$ cat src/rtl/irq_pkg.sv
// Shared constants, state encoding and small helpers for the seven-line
// interrupt controller (irq_ctrl7).
//   N_IRQ     number of request lines (numbered 1..7)
//   VEC_W     width of a vector number
//   VEC_NONE  vector value meaning "no line"
//   MASK_RST  mask value after reset (every line masked)
package irq_pkg;

  localparam int         N_IRQ    = 7;
  localparam int         VEC_W    = 3;
  localparam logic [2:0] VEC_NONE = 3'd0;
  localparam logic [7:1] MASK_RST = 7'h7F;

  typedef enum logic [1:0] {
    IDLE = 2'd0,
    PEND = 2'd1,
    SERV = 2'd2
  } irq_state_e;

  // Number of the lowest set bit (1..7), or 0 when the vector is empty.
  function automatic logic [2:0] lowest_set(input logic [7:1] v);
    logic [2:0] res;
    res = VEC_NONE;
    for (int i = 7; i >= 1; i--) begin
      if (v[i]) res = 3'(i);
    end
    return res;
  endfunction

  // One-hot line mask for a vector number; 0 selects nothing.
  function automatic logic [7:1] onehot(input logic [2:0] v);
    logic [7:1] res;
    res = '0;
    for (int i = 1; i <= 7; i++) begin
      if (v == 3'(i)) res[i] = 1'b1;
    end
    return res;
  endfunction

endpackage

$ cat src/rtl/irq_sync.sv
// Per-line input synchroniser, edge detector and trigger-mode select.
//   c      clock
//   r      synchronous active-high reset
//   a      [7:1] raw asynchronous request lines
//   set_v  [7:1] registered "set pending" vector for the controller
// Parameters: SYNC_STAGES (2 or 3 flops per line), EDGE (1 rising edge,
// 0 level).
module irq_sync #(
  parameter int SYNC_STAGES = 2,
  parameter int EDGE        = 1
) (
  input  logic       c,
  input  logic       r,
  input  logic [7:1] a,
  output logic [7:1] set_v
);

  logic [7:1] sync_q [SYNC_STAGES];
  logic [7:1] prev_q;
  logic [7:1] s;

  assign s = sync_q[SYNC_STAGES-1];

  // set_v is registered, giving one extra cycle after the synchroniser
  // before a request lands in the pending register.
  always_ff @(posedge c) begin
    if (r) begin
      for (int i = 0; i < SYNC_STAGES; i++) sync_q[i] <= '0;
      prev_q <= '0;
      set_v  <= '0;
    end else begin
      sync_q[0] <= a;
      for (int i = 1; i < SYNC_STAGES; i++) sync_q[i] <= sync_q[i-1];
      prev_q <= s;
      set_v  <= (EDGE != 0) ? (s & ~prev_q) : s;
    end
  end

endmodule

$ cat src/rtl/priority7.sv
// Seven-input priority encoder. Line 1 has the highest priority.
//   req  [7:1]  request vector
//   idx  [2:0]  number of the lowest set request line, 0 when none
module priority7 (
  input  logic [7:1] req,
  output logic [2:0] idx
);

  always_comb begin
    idx = 3'd0;
    // Walk from the lowest priority up so the lowest set line wins.
    for (int i = 7; i >= 1; i--) begin
      if (req[i]) idx = 3'(i);
    end
  end

endmodule

$ cat src/rtl/irq_ctrl7.sv
// Seven-line interrupt controller. Synchronises raw requests, latches them
// as pending, masks them and presents the highest-priority vector to the CPU.
//   c        clock (rising edge)
//   r        synchronous active-high reset
//   a        [7:1] raw request lines
//   mask_we  write strobe for mask_d
//   mask_d   [7:1] new mask (1 = masked)
//   mask_q   [7:1] current mask
//   pend_q   [7:1] current pending register
//   irq      interrupt request to the CPU
//   vec      [2:0] line requested / in service, 0 = none
//   ack      CPU accepts vec (one-cycle pulse)
//   eoi      end of interrupt (one-cycle pulse)
//   busy     an interrupt is in service
//   state    FSM state, for observation
// Optional: define IRQ_NEST_EN to allow higher-priority lines to nest on top
// of an interrupt already in service (in-service register isr).
//
// Handshake: irq is high only in PEND (or, when nesting, while a pre-empting
// line is offered in SERV). An ack counts only in a cycle where irq is high;
// it freezes vec and clears that line's pending bit. An eoi counts only in
// SERV. Any ack/eoi outside those windows is ignored.
module irq_ctrl7
  import irq_pkg::*;
#(
  parameter int SYNC_STAGES = 2,
  parameter int EDGE        = 1
) (
  input  logic       c,
  input  logic       r,
  input  logic [7:1] a,
  input  logic       mask_we,
  input  logic [7:1] mask_d,
  output logic [7:1] mask_q,
  output logic [7:1] pend_q,
  output logic       irq,
  output logic [2:0] vec,
  input  logic       ack,
  input  logic       eoi,
  output logic       busy,
  output irq_state_e state
);

  logic [7:1] set_v;
  logic [7:1] active;
  logic [7:1] clr;
  logic [7:1] pend_n;
  logic [2:0] enc;
  irq_state_e state_n;
  logic       irq_n;
  logic       busy_n;
  logic [2:0] vec_n;
`ifdef IRQ_NEST_EN
  logic [7:1] isr_q;
  logic [7:1] isr_n;
  logic [2:0] top;
`endif

  irq_sync #(
    .SYNC_STAGES(SYNC_STAGES),
    .EDGE       (EDGE)
  ) u_sync (
    .c    (c),
    .r    (r),
    .a    (a),
    .set_v(set_v)
  );

  // Mask gates requests only; pending bits latch regardless.
  assign active = pend_q & ~mask_q;

  priority7 u_prio (
    .req(active),
    .idx(enc)
  );

  // A new set beats a same-cycle clear of the same bit.
  assign pend_n = (pend_q & ~clr) | set_v;

  always_comb begin
    state_n = state;
    irq_n   = irq;
    busy_n  = busy;
    vec_n   = vec;
    clr     = '0;
`ifdef IRQ_NEST_EN
    isr_n   = isr_q;
    top     = VEC_NONE;
`endif
    case (state)
      IDLE: begin
        irq_n  = 1'b0;
        busy_n = 1'b0;
        vec_n  = VEC_NONE;
        if (active != '0) begin
          state_n = PEND;
          irq_n   = 1'b1;
          vec_n   = enc;
        end
      end
      PEND: begin
        if (active == '0) begin
          // Request withdrawn (masked) before the CPU took it.
          state_n = IDLE;
          irq_n   = 1'b0;
          vec_n   = VEC_NONE;
        end else if (ack) begin
          clr     = onehot(vec);
          state_n = SERV;
          irq_n   = 1'b0;
          busy_n  = 1'b1;
`ifdef IRQ_NEST_EN
          isr_n   = onehot(vec);
`endif
        end else begin
          irq_n = 1'b1;
          vec_n = enc;
        end
      end
      SERV: begin
`ifdef IRQ_NEST_EN
        if (ack && irq) begin
          clr   = onehot(vec);
          isr_n = isr_n | onehot(vec);
        end
        if (eoi) begin
          isr_n = isr_n & ~onehot(lowest_set(isr_q));
        end
        top = lowest_set(isr_n);
        if (isr_n == '0) begin
          state_n = IDLE;
          irq_n   = 1'b0;
          busy_n  = 1'b0;
          vec_n   = VEC_NONE;
        end else begin
          busy_n = 1'b1;
          // Offer a line only if it outranks everything already in service.
          if (enc != VEC_NONE && enc < top) begin
            irq_n = 1'b1;
            vec_n = enc;
          end else begin
            irq_n = 1'b0;
            vec_n = top;
          end
        end
`else
        irq_n  = 1'b0;
        busy_n = 1'b1;
        if (eoi) begin
          state_n = IDLE;
          busy_n  = 1'b0;
          vec_n   = VEC_NONE;
        end
`endif
      end
      default: begin
        state_n = IDLE;
        irq_n   = 1'b0;
        busy_n  = 1'b0;
        vec_n   = VEC_NONE;
      end
    endcase
  end

  always_ff @(posedge c) begin
    if (r) begin
      state  <= IDLE;
      irq    <= 1'b0;
      busy   <= 1'b0;
      vec    <= VEC_NONE;
      mask_q <= MASK_RST;
      pend_q <= '0;
`ifdef IRQ_NEST_EN
      isr_q  <= '0;
`endif
    end else begin
      state  <= state_n;
      irq    <= irq_n;
      busy   <= busy_n;
      vec    <= vec_n;
      pend_q <= pend_n;
      if (mask_we) mask_q <= mask_d;
`ifdef IRQ_NEST_EN
      isr_q  <= isr_n;
`endif
    end
  end

endmodule

$ cat config.mk
export PLATFORM = sky130hd
export DESIGN_NAME = irq_ctrl7
export DESIGN_NICKNAME = d
export VERILOG_FILES = /design/src/rtl/irq_pkg.sv /design/src/rtl/irq_sync.sv /design/src/rtl/priority7.sv /design/src/rtl/irq_ctrl7.sv
export SDC_FILE = /design/constraint.sdc
export NUM_CORES = 1
export LEC_CHECK = 0
export BUFFER_PORTS_ARGS = -buffer_cell sky130_fd_sc_hd__buf_2
export CAP_MARGIN = 20
export CORE_UTILIZATION = 52
export CTS_CLUSTER_SIZE = 25
export DETAILED_ROUTE_END_ITERATION = 12
export PLACE_DENSITY = 0.88
export SLEW_MARGIN = 20
export SYNTH_ARGS = -nofsm -noshare
export SYNTH_HDL_FRONTEND = slang
export SYNTH_SLANG_ARGS = --single-unit
$ cat constraint.sdc
create_clock -name c -period 1.76 [get_ports c]
set_clock_uncertainty 0.1 [all_clocks]
set_input_delay 0.264 -clock c [delete_from_list [all_inputs] [get_ports c]]
set_output_delay 0.264 -clock c [all_outputs]
set_load 0.005 [all_outputs]
==> results of run 1 <==
-- cells in the final DEF, fill, tap and decap left out, drive strengths merged --
cell type | Yosys | routed
o211ai | 4 | 4
nand4 | 2 | 2
o21ai | 7 | 7
ha | 3 | 3
nor3 | 3 | 3
buf | 2 | 41
a222oi | 1 | 1
nor4 | 1 | 1
o32ai | 3 | 3
a311oi | 6 | 6
inv | 9 | 10
nand3 | 2 | 2
nor2b | 32 | 32
o32a | 1 | 1
or3 | 2 | 2
mux2i | 5 | 5
clkinvlp | 0 | 1
nor3b | 1 | 1
clkbuf | 4 | 5
nand2b | 9 | 9
and2b | 1 | 1
nand2 | 10 | 10
dlygate4sd3 | 0 | 13
dfxtp | 49 | 49
a22o | 1 | 1
and2 | 1 | 1
clkinv | 0 | 1
o22ai | 1 | 1
o2111ai | 2 | 2
nor2 | 15 | 15
a21oi | 2 | 2
a31oi | 2 | 2
or2 | 1 | 1
-- registers in the layout, summed over array words and instances (netlist names) --
name           count
irq                1
u_sync.sync_q     14
u_sync.prev_q      7
u_sync.set_v       7
pend_q             7
mask_q             7
vec                3
state              2
busy               1
-- final cells by class --
cell class,instances,share of cell area
Clock buffer,5,0.0167
Clock inverter,3,0.00944
Inverter,9,0.0150
Multi-Input combinational cell,118,0.346
Sequential cell,49,0.436
Tap cell,46,0.0255
Timing Repair Buffer,54,0.151
-- routing by layer --
layer / track usage / vias to the layer above / part of all wire
li1: - / 734 / -
met1: 0.182 / 635 / 0.41
met2: 0.348 / 59 / 0.49
met3: 0.0567 / 7 / 0.079
met4: 0.0909 / 0 / 0.019
met5: 0 / - / 0
-- timing repair --
item                                    CTS  global route
endpoints found under the hold margin    13             0
endpoints found under the setup margin    0             4
hold buffers                             13             0
resized for setup                         0             2
-- worst register-to-register path, delay by kind of cell, from the launching register on --
family	cells	cell delay (ns)
AOI/OAI and AO/OA	2	0.42
adders and majority gates	1	0.22
buffers and inverters	1	0.09
DFF	1	0.42
and+or+nand+nor	2	0.29
-- cell families (layout without fill, tap and decap cells) --
family                     Yosys count  after routing  share of synthesized area
and+or+nand+nor                     80             80                      0.260
buffers and inverters               15             71                     0.0356
adders and majority gates            3              3                     0.0206
muxes                                5              5                     0.0274
DFF                                 49             49                      0.537
AOI/OAI and AO/OA                   30             30                      0.120
-- power by group through the flow --
| stage | sequential [W] | combinational [W] | clock, W |
|---|---|---|---|
| floorplan | 0.00120 | 0.0000923 | 0 |
| global placement | 0.00119 | 0.000141 | 0 |
| detailed placement | 0.00120 | 0.000145 | 0 |
| CTS | 0.00117 | 0.000167 | 0.000530 |
| global route | 0.00118 | 0.000188 | 0.000583 |
| finish | 0.00117 | 0.000169 | 0.000502 |
-- through the flow --
stage          hold WS [ns]  cell area [sq um]  setup slack, ns
3_3_place_gp          0.271               2060            0.174
3_5_place_dp          0.280               2060           0.0251
4_1_cts             0.00566               2250           0.0213
2_1_floorplan         0.243               1830            0.247
5_1_grt             0.00530               2250           0.0308
6_report             0.0229               2250            0.113
-- how the worst max path moves through the flow --
stage / from / endpoint / depth (start not counted)
finish: state[0] / vec[0] / 6
global route: state[0] / vec[1] / 6
CTS: state[0] / vec[0] / 6
floorplan: state[0] / vec[0] / 6
detailed placement: state[0] / vec[1] / 6
global placement: state[0] / vec[0] / 6
==> flow_metrics.tcl, run 1 <==
set metrics [dict create \
    worstHoldPathCells 3 \
    clkTransAtPathRegs_ns 0.13 \
    cts.htree.levels 2 \
    yosys.cell_count.top_type "dfxtp_1" \
    p_seq_frac 0.636 \
    rsz0062_at_grt "false" \
    netlist_top_cells_count "dfxtp_1 (49), nor2b_1 (32), nor2_1 (15), nand2_1 (10), inv_1 (9)" \
    finalNonFillerCells 284 \
    synth-edff-count 0 \
    root_buffer "clkbuf_4" \
    drive_gt1_frac 0.239 \
    max_slew_margin 0.787 \
    initial_utilization 0.543 \
    cts_made_buffers 5 \
    nets 259 \
    setup_tns_ns 0 \
    worstPathArrival_ns 1.79 \
    yosys_warnings 0 \
    grt_pass1_wl_mm 4.97 \
    hpwlAfterDp_mm 2.27 \
    antenna_cells 0 \
    finalHoldViolations 0 \
    clk_latency_ns 0.36 \
    fin_crit_ns 1.65 \
    critPathMaxStageDelay_ns 0.42 \
    worstRegToRegCells 6 \
    synth_area_leaders "dfxtp_1 (54%), nor2b_1 (11%), nor2_1 (3.1%)" \
    synthCells 182 \
    syn_nets 204 \
    avgViaCountPerCell 5.05 \
    p_per_area_nw_per_um2 818 \
    worstHoldPathType "in2reg" \
    cp_top_family "compound AO/OA/AOI/OAI gates" \
    synth_top_area_share 0.537 \
    core_area_sq_um 3360 \
    async_reset_ff_frac 0 \
    syn_area_sq_um 1830 \
    synth_seq_area_share 0.537 \
    tightest_slew_ns 0.317 \
    drtPass1Iterations 5 \
    wl_per_cell_um 11.5 \
    finalWirelength_mm 3.26 \
    dieArea_sq_um 3750 \
    r2r_slack_ns 0.11 \
    start_kind "flip-flop" \
    gr-total-overflow 0 \
    grtUsageTotal 0.185 \
    status "completed" \
    rr_startpoint "state[0]" \
    leakage_nw 0.959 \
    io_buffers 39 \
    cts.sinks 49 \
    slew_viol_final 0 \
    drt_iter0_drc 77 \
    cts_tree "yes" \
    required_ns 1.90 \
    synth_seq_cells 49 \
    avgSynthCellArea_sq_um 10.0 \
    cp_slowest_cell "dfxtp_1" \
    regArea_sq_um 982 \
    min_to "mask_q[4]" \
    final_util 0.670 \
    cp.buffers_inverters 1 \
    crit_type "reg2reg" \
    core.rowCount 21 \
    grt_pass1_vias 1263 \
    fp.dieH_um 61.3 \
    ios 40 \
    fin_crit_sh 0.936 \
    antenna_found_initial 0 \
    synthFlopType "dfxtp_1" \
    power_frac_comb 0.092 \
    drtAntennaViolNets 0 \
    grt_max_degree 22 \
    p_sw_frac 0.239 \
    post_cts_buffers 0 \
    ir_worst_vdd_mv 0.637 \
    fmaxAchievable_mhz 607 \
    p_int_w 0.00140 \
    cap_violations 0 \
    multi_input_area_sq_um 781 \
    reg2reg_to "vec[0]" \
    drc 0 \
    finalPower_w 0.00184 \
    yosysUniqueCellTypes 35 \
    path_max_fanout 5 \
    path_cells "inv_1 -> ha_1 -> nand2b_1 -> nand4_1 -> o21ai_1 -> o32ai_1" \
    vias 1435 \
    setup_violations 0 \
    hp-start "mask_d[4]" \
    yosysTopAreaCell "dfxtp_1" \
    gp_congestion 0.818 \
    fillCellCount 268 \
    power_frac_clock 0.272 \
    area_growth_pct 23.4 \
    fp.dieW_um 61.3 \
    dp_cells 263 \
    power.switching_w 0.000441 \
    endpoint_kind "flip-flop" \
    cts.path.max_buffers 2 \
]
No activity file was read; power rests on OpenSTA's default activity.
==> run 2, diff against run 1 <==
--- a/config.mk
+++ b/config.mk
@@ -5,7 +5,7 @@
 export SDC_FILE = /design/constraint.sdc
 export NUM_CORES = 1
 export LEC_CHECK = 0
-export BUFFER_PORTS_ARGS = -buffer_cell sky130_fd_sc_hd__buf_2
+export BUFFER_PORTS_ARGS = -buffer_cell sky130_fd_sc_hd__buf_4
 export CAP_MARGIN = 20
 export CORE_UTILIZATION = 52
 export CTS_CLUSTER_SIZE = 25
==> run 2 against run 1 <==
Against the previous run: sequential share of layout area shrank 2.1 points; first-iteration DRC count shrank 49%; combinational power grew 13%; global-route usage grew 2.5 points; critical path depth is the same; critical path type unchanged; largest cell class unchanged.
==> flow_metrics.tcl, run 2 (synthesis gave the netlist of run 1 again) <==
set metrics [dict create \
    status "completed" \
    finalWirelength_mm 3.55 \
    core.rowCount 21 \
    fp.dieW_um 61.3 \
    dr_wl_met3_um 192 \
    wl_met1_mm 1.41 \
    largest_reg_flops 14 \
    grt_pass1_vias 1392 \
    fillCellCount 270 \
    cts.path.max_buffers 2 \
    endpoint_kind "flip-flop" \
    drtPass1Iterations 4 \
    antenna_found_initial 0 \
    grt_max_degree 18 \
    vias 1456 \
    worstPathArrival_ns 1.76 \
    setup_violations 0 \
    p_per_area_nw_per_um2 853 \
    drt_iter0_drc 39 \
    tightest_slew_ns 0.341 \
    io_buffers 39 \
    clk_latency_ns 0.37 \
    gp_congestion 0.874 \
    cts_made_buffers 5 \
    grtUsageTotal 0.210 \
    initial_utilization 0.543 \
    finalHoldViolations 0 \
    drtAntennaViolNets 0 \
    post_cts_buffers 0 \
    slew_viol_final 0 \
    cap_violations 0 \
    cp.buffers_inverters 1 \
    antenna_cells 0 \
    critPathMaxStageDelay_ns 0.41 \
    hpwlAfterDp_mm 2.50 \
    dieArea_sq_um 3750 \
    fin_crit_ns 1.61 \
    cts_tree "yes" \
    gr-total-overflow 0 \
    max_slew_margin 0.771 \
    ios 40 \
    worstHoldPathType "in2reg" \
    ir_worst_vdd_mv 0.534 \
    path_max_fanout 5 \
    leakage_nw 0.993 \
    avgViaCountPerCell 5.14 \
    worstRegToRegCells 6 \
    cts.htree.levels 2 \
    regMostFlops "u_sync.sync_q" \
    dr_wl_met2_mm 1.86 \
    fp.dieH_um 61.3 \
    final_util 0.703 \
    cp_top_family "compound AO/OA/AOI/OAI gates" \
    core_area_sq_um 3360 \
    drc 0 \
    mostFrequentLayoutCells "dfxtp_1 (49), buf_4 (41), nor2b_1 (32)" \
    required_ns 1.91 \
    worstHoldPathCells 3 \
    r2r_slack_ns 0.15 \
    crit_type "reg2reg" \
    nets 258 \
    path_cells "inv_1 -> ha_1 -> nand2b_1 -> nand4_1 -> o21ai_1 -> o32ai_1" \
    cp_slowest_cell "dfxtp_1" \
    grt_pass1_wl_mm 5.56 \
    start_kind "flip-flop" \
    topRoutingLayerUsed "met4" \
    cts.sinks 49 \
    fmaxAchievable_mhz 620 \
    root_buffer "clkbuf_4" \
    final_common_cell "dfxtp_1" \
    drive_gt1_frac 0.241 \
    area_growth_pct 29.5 \
    setup_tns_ns 0 \
    fin_crit_sh 0.917 \
    rsz0062_at_grt "false" \
    wl_per_cell_um 12.6 \
    cp.depth 6 \
    clkTransAtPathRegs_ns 0.13 \
]
-- run 2: worst register-to-register path: stages, from the launching register on --
cell	delay, ns
dfxtp_1	0.41
inv_1	0.09
ha_1	0.22
nand2b_1	0.16
nand4_1	0.12
o21ai_1	0.27
o32ai_1	0.14
-- run 2: report_power, final --
group	switching [W]	internal (W)
logic	0.0000788	0.000112
registers	0.0000230	0.00115
clock network	0.000349	0.000302
-- run 2: per-layer routing --
metal  GRT usage  vias to the layer above
li1            -                      734
met1       0.198                      663
met2       0.404                       50
met3      0.0462                        9
met4       0.136                        0
met5           0                        -
-- run 2: repair_timing --
item / in CTS / in global routing
hold buffers: 12 / 0
resized for setup: 0 / 2
endpoints found under the hold margin: 12 / 0
setup endpoints to repair: 0 / 5
-- run 2: area by class of cell --
type	instances	area (sq um)	area share
sequential	49	981	0.415
multi-input combinational	118	783	0.331
timing repair buffer	53	428	0.181
tap	46	57.6	0.0243
clock inverter	3	43.8	0.0185
clock buffer	5	37.5	0.0159
inverter	9	33.8	0.0143
-- run 2: stage by stage --
stage	power (W)	std cells	worst slack, ns	cell area (sq um)	hold WS, ns
floorplan	0.00129	182	0.247	1830	0.243
global placement	0.00136	263	0.172	2160	0.271
detailed placement	0.00137	263	0.0272	2160	0.274
CTS	0.00203	283	0.00281	2360	0.000139
global route	0.00211	283	0.0181	2360	0.00786
finish	0.00202	283	0.147	2360	0.00761
-- run 2: final timing paths --
path / to / start
hold reg to reg: u_sync.set_v[7] / u_sync.prev_q[7]
setup / recovery: vec[2] / state[0]
hold / removal: mask_q[3] / mask_d[3]
setup reg to reg: vec[2] / state[0]
